--- config.mk ---
export PLATFORM = sky130hd
export DESIGN_NAME = frame_memory_arbiter
export DESIGN_NICKNAME = d
export VERILOG_FILES = /design/src/rtl/frame_memory_arbiter_pkg.sv /design/src/rtl/frame_memory_arbiter_fairness_counter.sv /design/src/rtl/frame_memory_arbiter.sv
export SDC_FILE = /design/constraint.sdc
export NUM_CORES = 1
export LEC_CHECK = 0
export CORE_MARGIN = 1
export CORE_UTILIZATION = 44
export DETAILED_ROUTE_END_ITERATION = 7
export PLACE_DENSITY = 0.93
export SLEW_MARGIN = 10
export SYNTH_ARGS = -nofsm -noshare
export SYNTH_HDL_FRONTEND = slang
export SYNTH_SLANG_ARGS = --single-unit
--- constraint.sdc ---
create_clock -name clk -period 2.9 [get_ports clk]
set_clock_uncertainty 0.1 [all_clocks]
set_input_delay 0.58 -clock clk [delete_from_list [all_inputs] [get_ports clk]]
set_output_delay 0.58 -clock clk [all_outputs]
set_load 0.01 [all_outputs]
--- src/rtl/frame_memory_arbiter_pkg.sv ---
// Shared types and constants for the triple-buffered video pipeline:
// arbiter states, data-path owner encoding and the frame-buffer count.
package frame_memory_arbiter_pkg;

  localparam int NUM_BUFFERS     = 3;
  localparam int BUFFER_ID_WIDTH = 2;
  localparam int STREAK_WIDTH    = 4;

  typedef enum logic [2:0] {
    ST_INIT,
    ST_IDLE,
    ST_ISSUE,
    ST_BURST,
    ST_RELEASE
  } arb_state_t;

  typedef enum logic {
    OWNER_WRITE = 1'b0,
    OWNER_READ  = 1'b1
  } owner_t;

  function automatic logic buffer_id_valid(input logic [BUFFER_ID_WIDTH-1:0] id,
                                           input int num_buffers);
    return (int'(id) < num_buffers);
  endfunction

endpackage

--- src/rtl/frame_memory_arbiter_fairness_counter.sv ---
// Counts consecutive read grants taken while a write is waiting and raises
// force_write once the reader has had its allowed streak.
module arb_fairness_counter #(
  parameter int MAX_RD_STREAK = 4
) (
  input  logic clk,
  input  logic reset_n,
  input  logic rd_grant,
  input  logic wr_grant,
  input  logic wr_req,
  output logic force_write
);
  import frame_memory_arbiter_pkg::*;

  logic [STREAK_WIDTH-1:0] streak;

  // A read grant with no writer waiting breaks the streak.
  always_ff @(posedge clk or negedge reset_n) begin
    if (!reset_n) begin
      streak <= '0;
    end else if (wr_grant) begin
      streak <= '0;
    end else if (rd_grant) begin
      if (!wr_req) begin
        streak <= '0;
      end else if (streak != {STREAK_WIDTH{1'b1}}) begin
        streak <= streak + 1'b1;
      end
    end
  end

  assign force_write = (streak == STREAK_WIDTH'(MAX_RD_STREAK));

endmodule

--- src/rtl/frame_memory_arbiter.sv ---
// Frame-memory command arbiter: one burst at a time on the shared command port,
// read-preferred so the display never starves, with bounded write fairness.
module frame_memory_arbiter #(
  parameter int OFFSET_WIDTH  = 19,
  parameter int ADDR_WIDTH    = OFFSET_WIDTH + 2,
  parameter int NUM_BUFFERS   = frame_memory_arbiter_pkg::NUM_BUFFERS,
  parameter int MAX_RD_STREAK = 4
) (
  input  logic                    clk,
  input  logic                    reset_n,
  input  logic                    mem_init_done,
  input  logic                    wr_req,
  input  logic [1:0]              wr_buffer_id,
  input  logic [OFFSET_WIDTH-1:0] wr_offset,
  output logic                    wr_grant,
  output logic                    wr_done,
  input  logic                    rd_req,
  input  logic [1:0]              rd_buffer_id,
  input  logic [OFFSET_WIDTH-1:0] rd_offset,
  output logic                    rd_grant,
  output logic                    rd_done,
  output logic                    mem_cmd_valid,
  output logic                    mem_cmd_write,
  output logic [ADDR_WIDTH-1:0]   mem_cmd_addr,
  input  logic                    mem_cmd_ready,
  input  logic                    mem_burst_done,
  output logic                    mem_owner,
  output logic                    proto_err
);
  import frame_memory_arbiter_pkg::*;

  arb_state_t              state;
  arb_state_t              state_next;
  owner_t                  owner_q;
  logic                    skip_q;
  logic                    force_write;
  logic                    pick_write;
  logic                    win_ok;
  logic                    arb_win;
  logic                    accept;
  logic [1:0]              win_id;
  logic [OFFSET_WIDTH-1:0] win_offset;

  arb_fairness_counter #(
    .MAX_RD_STREAK(MAX_RD_STREAK)
  ) u_fairness (
    .clk        (clk),
    .reset_n    (reset_n),
    .rd_grant   (rd_grant),
    .wr_grant   (wr_grant),
    .wr_req     (wr_req),
    .force_write(force_write)
  );

  always_ff @(posedge clk or negedge reset_n) begin
    if (!reset_n) state <= ST_INIT;
    else          state <= state_next;
  end

  // An invalid buffer index skips ISSUE and walks BURST->RELEASE on its own.
  always_comb begin
    pick_write = wr_req && (!rd_req || force_write);
    win_id     = pick_write ? wr_buffer_id : rd_buffer_id;
    win_offset = pick_write ? wr_offset : rd_offset;
    win_ok     = buffer_id_valid(win_id, NUM_BUFFERS);
    arb_win    = 1'b0;
    accept     = 1'b0;
    state_next = state;
    case (state)
      ST_INIT: begin
        if (mem_init_done) state_next = ST_IDLE;
      end
      ST_IDLE: begin
        if (wr_req || rd_req) begin
          arb_win    = 1'b1;
          state_next = win_ok ? ST_ISSUE : ST_BURST;
        end
      end
      ST_ISSUE: begin
        if (mem_cmd_ready) begin
          accept     = 1'b1;
          state_next = ST_BURST;
        end
      end
      ST_BURST: begin
        if (skip_q || mem_burst_done) state_next = ST_RELEASE;
      end
      ST_RELEASE: begin
        state_next = ST_IDLE;
      end
      default: begin
        state_next = ST_INIT;
      end
    endcase
  end

  always_ff @(posedge clk or negedge reset_n) begin
    if (!reset_n) begin
      mem_cmd_valid <= 1'b0;
      mem_cmd_write <= 1'b0;
      mem_cmd_addr  <= '0;
      wr_grant      <= 1'b0;
      rd_grant      <= 1'b0;
      wr_done       <= 1'b0;
      rd_done       <= 1'b0;
      owner_q       <= OWNER_WRITE;
      skip_q        <= 1'b0;
      proto_err     <= 1'b0;
    end else begin
      wr_grant <= 1'b0;
      rd_grant <= 1'b0;
      wr_done  <= 1'b0;
      rd_done  <= 1'b0;
      if (arb_win) begin
        owner_q       <= pick_write ? OWNER_WRITE : OWNER_READ;
        mem_cmd_write <= pick_write;
        mem_cmd_addr  <= ADDR_WIDTH'({win_id, win_offset});
        mem_cmd_valid <= win_ok;
        skip_q        <= !win_ok;
        if (!win_ok) begin
          proto_err <= 1'b1;
          wr_grant  <= pick_write;
          rd_grant  <= !pick_write;
        end
      end
      if (accept) begin
        mem_cmd_valid <= 1'b0;
        wr_grant      <= (owner_q == OWNER_WRITE);
        rd_grant      <= (owner_q == OWNER_READ);
      end
      if (state == ST_BURST && state_next == ST_RELEASE) begin
        wr_done <= (owner_q == OWNER_WRITE);
        rd_done <= (owner_q == OWNER_READ);
      end
      // The data-phase strobe is only meaningful while a burst is in flight.
      if (mem_burst_done && state != ST_BURST) proto_err <= 1'b1;
    end
  end

  assign mem_owner = owner_q;

endmodule
==> impl_metrics.toml, run 1 <==
[detailed_routing]
first_pass_iters = 5
routedWlPerCell_um = 15.1
vias = 1538
drc = 0
postRouteAntennaNets = 0
routed_via_density = 5.49
drtIter0Drc = 123
wl_um = 4240

[global_routing]
grt_pass1_vias = 1507
overflow = 0
grt_antenna_before_repair = 0
grt_max_degree = 38
grt_use_total = 0.223
grt_pass1_wl_um = 6910

[logic_synthesis]
synth_mux_area_frac = 0.0233
synth.net_count = 204
ys_types = 32
yosysTopAreaCell = "dfrtp_1"
yosysWarnings = 0
synth_area_leaders = "dfrtp_1, a222oi_1, inv_1"
postSynthCellCount = 153
synth_compound_area_frac = 0.204
synthAdderAreaFrac = 0.0146
synth.avg_cell_area_um2 = 11.2
yosys.area_share.simple = 0.139
netlist_area_mm2 = 0.00172
synth-xor-area-share = 0
ys_ff_latch = 37
synth_top_area_frac = 0.540
yosysSeqAreaShare = 0.540
synth_top_family_by_area = "compound AO/OA/AOI/OAI gates"

[clock_network]
clock_sinks = 37
cts_buffers = 5
clockRootBuffer = "clkbuf_8"
tritoncts = "yes"
postCtsSetupRepairBufs = 0
postCtsHoldBufs = 0
post_cts_resized = 0
path_clk_slew_ns = 0.07
clockBufferDepth = 2
clk_latency_ns = 0.28
h-tree-depth = 2

[run_status]
status = "complete, no violations"

[floorplan]
die_area_mm2 = 0.00415
die_y_um = 64.4
fp.coreArea_mm2 = 0.00369
die_w_um = 64.4
start_util = 0.465
ios = 78
num_rows = 22

[timing]
hold_viol = 0
slew_viol_final = 0
setup_viol = 0
timing.final.crit_share = 0.764
finalCriticalPeriod_ns = 2.22
maxSlewHeadroom = 0.479
layout_setup_ws_ns = 0.684
max_freq_ghz = 0.451
tns_ns = 0
rsz0062_at_grt = "no"
worstMarginPinSlew_ns = 0.781

[placed_design]
io_buffers = 77
place_area_mm2 = 0.00251
dp_hpwl_um = 3060
pre_cts_ws_ns = 0.435
place.gp.congestion = 0.828
dp_cells = 273

[setup_path]
worstPathArrival_ns = 2.28
crit_start = "wr_req"
rr_worst_depth = 7
crit_path_start_kind = "input pin"
worstPathMaxFanout = 21
path_class = "input pin to register"
required_ns = 2.96
r2r_start = "u_fairness.streak[0]"
worstSetupEndpointType = "register"
r2r_slack_ns = 1.01

[power]
switching_power_uw = 786
power_frac_comb = 0.464
vdd_ir_drop_max_uv = 465
power_leakage_uw = 0.00119
power_density_mw_per_mm2 = 894
clockPowerShare = 0.152
seq_power_share = 0.384
p_int_uw = 1540
swShare = 0.339

[layout]
finalNonFillerCells = 280
syn2layout_area_growth_pct = 51.6
fin_area_mm2 = 0.00260
drive_above_1_share = 0.0819
fin_nets = 283
diodes = 0

[hold_path]
min_path_type = "input pin to asynchronous set/reset pin"

[flow_run]
maxCapViolCount = 0
synthesized netlist by cell type, drive strengths merged:
cell     instances
inv             23
a21o             2
a21oi            5
a2bb2oi          2
nand2b           3
nand2            8
nor2b            1
buf              7
a41oi            1
nand3b           4
a222oi          19
or3b             1
and3             1
o32a             1
nor3b            2
nor2             5
ha               2
and4b            2
o21ai            8
nor3             3
nand3            7
or2b             1
clkbuf           1
dfrtp           37
a211oi           3
mux2i            4
worst max-delay path, stage by stage:
cell and delay, ns:
clkdlybuf4s50_1 0.68, and4b_1 0.31, nor3b_2 0.06, buf_4 0.21, a222oi_1 0.34, inv_1 0.09
flip-flops by register name, summed over array words and instances (netlist names):
signal	cells
mem_cmd_addr	21
u_fairness.streak	4
state	3
mem_cmd_valid	1
mem_cmd_write	1
mem_owner	1
proto_err	1
rd_done	1
rd_grant	1
skip_q	1
wr_done	1
wr_grant	1
kinds of logic (layout without fill, tap and decap cells):
kind of cell             Yosys count  in the layout
AO/OA/AOI/OAI                     41             41
AND/OR/NAND/NOR                   38             38
flip-flops                        37             37
buffers and inverters             31            110
multiplexers                       4              4
adder cells (fa/ha/maj)            2              2
layer usage:
metal / wire length (um) / share of wire / global-route usage
met1: 1700 / 0.40 / 0.267
met2: 2120 / 0.50 / 0.374
met3: 351 / 0.083 / 0.0739
met4: 59 / 0.014 / 0.0750
met5: 0 / 0 / 0
final cells by class:
class                           instances  area (um^2)
Clock buffer                            7         86.3
Fill cell                             311         1090
Inverter                               23         86.3
Multi-Input combinational cell         85          653
Sequential cell                        37          926
Tap cell                               48         60.1
Timing Repair Buffer                   80          788
power by group through the flow:
stage	combinational, uW	clock (uW)	sequential (uW)
detailed placement	1090	0	897
global route	1170	384	920
floorplan	492	0	948
finish	1080	353	891
global placement	1050	0	893
CTS	1090	362	892
path summary, 6_finish.rpt:
check,end
min reg2reg,mem_cmd_write
max,mem_cmd_addr[11]
min,u_fairness.streak[2]
max reg2reg,mem_cmd_addr[11]
max in group asynchronous,rd_done
min in group clk,mem_cmd_write
stage by stage:
step	utilization	total power (uW)	hold WS, ns
4_1_cts	0.705	2350	0.313
6_report	0.705	2320	0.270
3_5_place_dp	0.681	1990	0.374
3_3_place_gp	0.681	1940	0.364
2_1_floorplan	-	1440	0.184
5_1_grt	0.705	2480	0.347
layout by cell type, fill, tap and decap left out:
master | netlist | routed
and4b_1 | 2 | 2
buf_2 | 4 | 1
nor3b_2 | 2 | 2
clkbuf_8 | 0 | 6
a41oi_1 | 1 | 1
o32a_1 | 1 | 1
inv_1 | 23 | 23
o21ai_1 | 2 | 2
o21ai_0 | 4 | 4
o21ai_2 | 2 | 2
mux2i_1 | 4 | 4
nand3_2 | 3 | 3
and3_1 | 1 | 1
a222oi_1 | 19 | 19
nor2b_1 | 1 | 1
nand3_1 | 4 | 4
nand2_1 | 8 | 8
nor2_1 | 5 | 5
a211oi_1 | 2 | 2
dfrtp_1 | 37 | 37
a2bb2oi_1 | 2 | 2
nor3_1 | 3 | 3
or3b_4 | 1 | 1
clkbuf_1 | 1 | 1
or2b_1 | 1 | 1
clkdlybuf4s50_1 | 0 | 76
a21oi_1 | 5 | 5
nand3b_1 | 4 | 4
nand2b_1 | 3 | 3
a211oi_4 | 1 | 1
ha_1 | 2 | 2
a21o_1 | 2 | 2
buf_4 | 2 | 3
(Power assumes the default switching activity.)
==> run 2: changes to the inputs <==
--- a/config.mk
+++ b/config.mk
@@ -6,9 +6,9 @@
 export NUM_CORES = 1
 export LEC_CHECK = 0
 export CORE_MARGIN = 1
-export CORE_UTILIZATION = 44
+export CORE_UTILIZATION = 41
 export DETAILED_ROUTE_END_ITERATION = 7
-export PLACE_DENSITY = 0.93
+export PLACE_DENSITY = 0.88
 export SLEW_MARGIN = 10
 export SYNTH_ARGS = -nofsm -noshare
 export SYNTH_HDL_FRONTEND = slang
==> constraint.sdc (replaced) <==
create_clock -name clk -period 2.05 [get_ports clk]
set_clock_uncertainty 0.1 [all_clocks]
set_input_delay 0.41 -clock clk [delete_from_list [all_inputs] [get_ports clk]]
set_output_delay 0.41 -clock clk [all_outputs]
set_load 0.01 [all_outputs]
==> run 2 against run 1 <==
  * Clock power increased by 42%
  * Wire length rose by 4.0%
  * Sequential share of layout area is 1.0 points lower
  * Combinational power up 46%
  * Total power up 44%
  * Die area up 7.1%
  * Flip-flop and latch count is the same
  * Via count is 0.20% lower
  * Design area rose by 3.0%
  * Core utilization down 3.6 points
  * Critical path type is now register to primary output
  * Largest power group unchanged
  * Highest routed layer unchanged
==> impl_metrics.toml, run 2 (synthesis results as in run 1) <==
[run_status]
status = "complete, no violations"

[setup_path]
r2r_slack_ns = 0.27
slowest_delay_ns = 0.59
cp.depth = 1
crit_family = "buffers and inverters"
path_class = "register to primary output"
path_cells = "clkdlybuf4s50_1"
worstPathMaxFanout = 9
crit_start = "rd_grant"
rr_worst_depth = 7
worstPathArrival_ns = 1.38
required_ns = 1.54
worstSetupEndpointType = "primary output"
crit_path_start_kind = "register"
critPathSlowestCell = "clkdlybuf4s50_1"
endpoint = "rd_grant"
cp.buffers_inverters = 1
r2r_start = "u_fairness.streak[0]"
r2r-end = "mem_cmd_addr[13]"

[floorplan]
ios = 78
die_y_um = 66.7
die_w_um = 66.7
fp.coreArea_mm2 = 0.00400
die_area_mm2 = 0.00445
num_rows = 23
start_util = 0.429

[clock_network]
postCtsSetupRepairBufs = 0
tritoncts = "yes"
path_clk_slew_ns = 0.07
cts_buffers = 5
postCtsHoldBufs = 0
h-tree-depth = 2
clockRootBuffer = "clkbuf_8"
clockBufferDepth = 2
post_cts_resized = 0
clk_latency_ns = 0.29
clock_sinks = 37

[flow_run]
maxCapViolCount = 0

[detailed_routing]
postRouteAntennaNets = 0
drc = 0
routedWlPerCell_um = 15.4
vias = 1535
drtIter0Drc = 179
first_pass_iters = 5
wl_um = 4410
routed_via_density = 5.35

[timing]
timing.final.crit_share = 0.920
setup_viol = 0
layout_setup_ws_ns = 0.165
tns_ns = 0
slew_viol_final = 0
whs_ns = 0.0600
hold_viol = 0
finalCriticalPeriod_ns = 1.89
rsz0062_at_grt = "no"
worstMarginPinSlew_ns = 0.470
max_freq_ghz = 0.530
maxSlewHeadroom = 0.687

[power]
power_frac_comb = 0.472
power_leakage_uw = 0.00122
vdd_ir_drop_max_uv = 720
p_int_uw = 2230
clockPowerShare = 0.151
switching_power_uw = 1110
power_density_mw_per_mm2 = 1250
seq_power_share = 0.377
swShare = 0.332

[placed_design]
dp_cells = 280
io_buffers = 77
place.gp.congestion = 0.830
dp_hpwl_um = 3200
pre_cts_ws_ns = 0.0186

[layout]
fin_nets = 288
top_regs = "mem_cmd_addr x21, u_fairness.streak x4, state x3"
drive_above_1_share = 0.101
layout_common_cells = "clkdlybuf4s50_1, dfrtp_1, inv_1, a222oi_1, nand2_1"
diodes = 0
top_register = "mem_cmd_addr"
largest_register_ffs = 21
finalNonFillerCells = 287
final_common_cell = "clkdlybuf4s50_1"
syn2layout_area_growth_pct = 56.1

[global_routing]
grt_max_degree = 38
grt_use_total = 0.215
grt_antenna_before_repair = 0
grt_pass1_vias = 1491
overflow = 0
grt_pass1_wl_um = 6970

[hold_path]
min_path_type = "input pin to asynchronous set/reset pin"
-- run 2: cell types whose count changed in the layout (fill, tap and decap cells not counted), sizes merged --
cell,previous run,this run
buf,4,9
-- run 2: worst min path at each step --
| stage | start | endpoint | slack [ns] | depth (start not counted) |
|---|---|---|---|---|
| after floorplan | reset_n | mem_cmd_addr[0] | 0.01 | 0 |
| after global routing | reset_n | u_fairness.streak[0] | 0.10 | 2 |
| after CTS | reset_n | u_fairness.streak[1] | 0.07 | 2 |
| after detailed placement | reset_n | u_fairness.streak[1] | 0.38 | 2 |
| after global placement | proto_err | proto_err | 0.36 | 2 |
| final | reset_n | u_fairness.streak[1] | 0.06 | 2 |
-- run 2: metrics by stage --
stage                     utilization  total power, uW  area, um^2
after global routing            0.669             3580        2680
final                           0.669             3340        2680
after floorplan                     -             2040        1720
after global placement          0.648             2800        2590
after CTS                       0.669             3370        2680
after detailed placement        0.648             2850        2590
-- run 2: final cells by class --
cell class,count,area (um^2)
flip-flops and latches,37,926
well taps,50,62.6
repair buffers,85,863
multi-input cells,85,653
inverters,23,86.3
clock buffers,7,86.3
fillers,332,1320
-- run 2: power by group through the flow --
stage                     clock [uW]  combinational [uW]  sequential, uW
after floorplan                    0                 696            1340
after global placement             0                1540            1260
after detailed placement           0                1580            1270
after CTS                        524                1590            1260
after global routing             553                1720            1300
final                            502                1580            1260
-- run 2: per-layer routing --
layer  share of wire  wire length [um]  vias up  GRT usage
met3           0.048               212        4     0.0411
li1                -                 -      731          -
met1            0.43              1910      745      0.263
met4           0.016                70        0      0.109
met5               0                 0        -          0
met2            0.50              2210       55      0.356
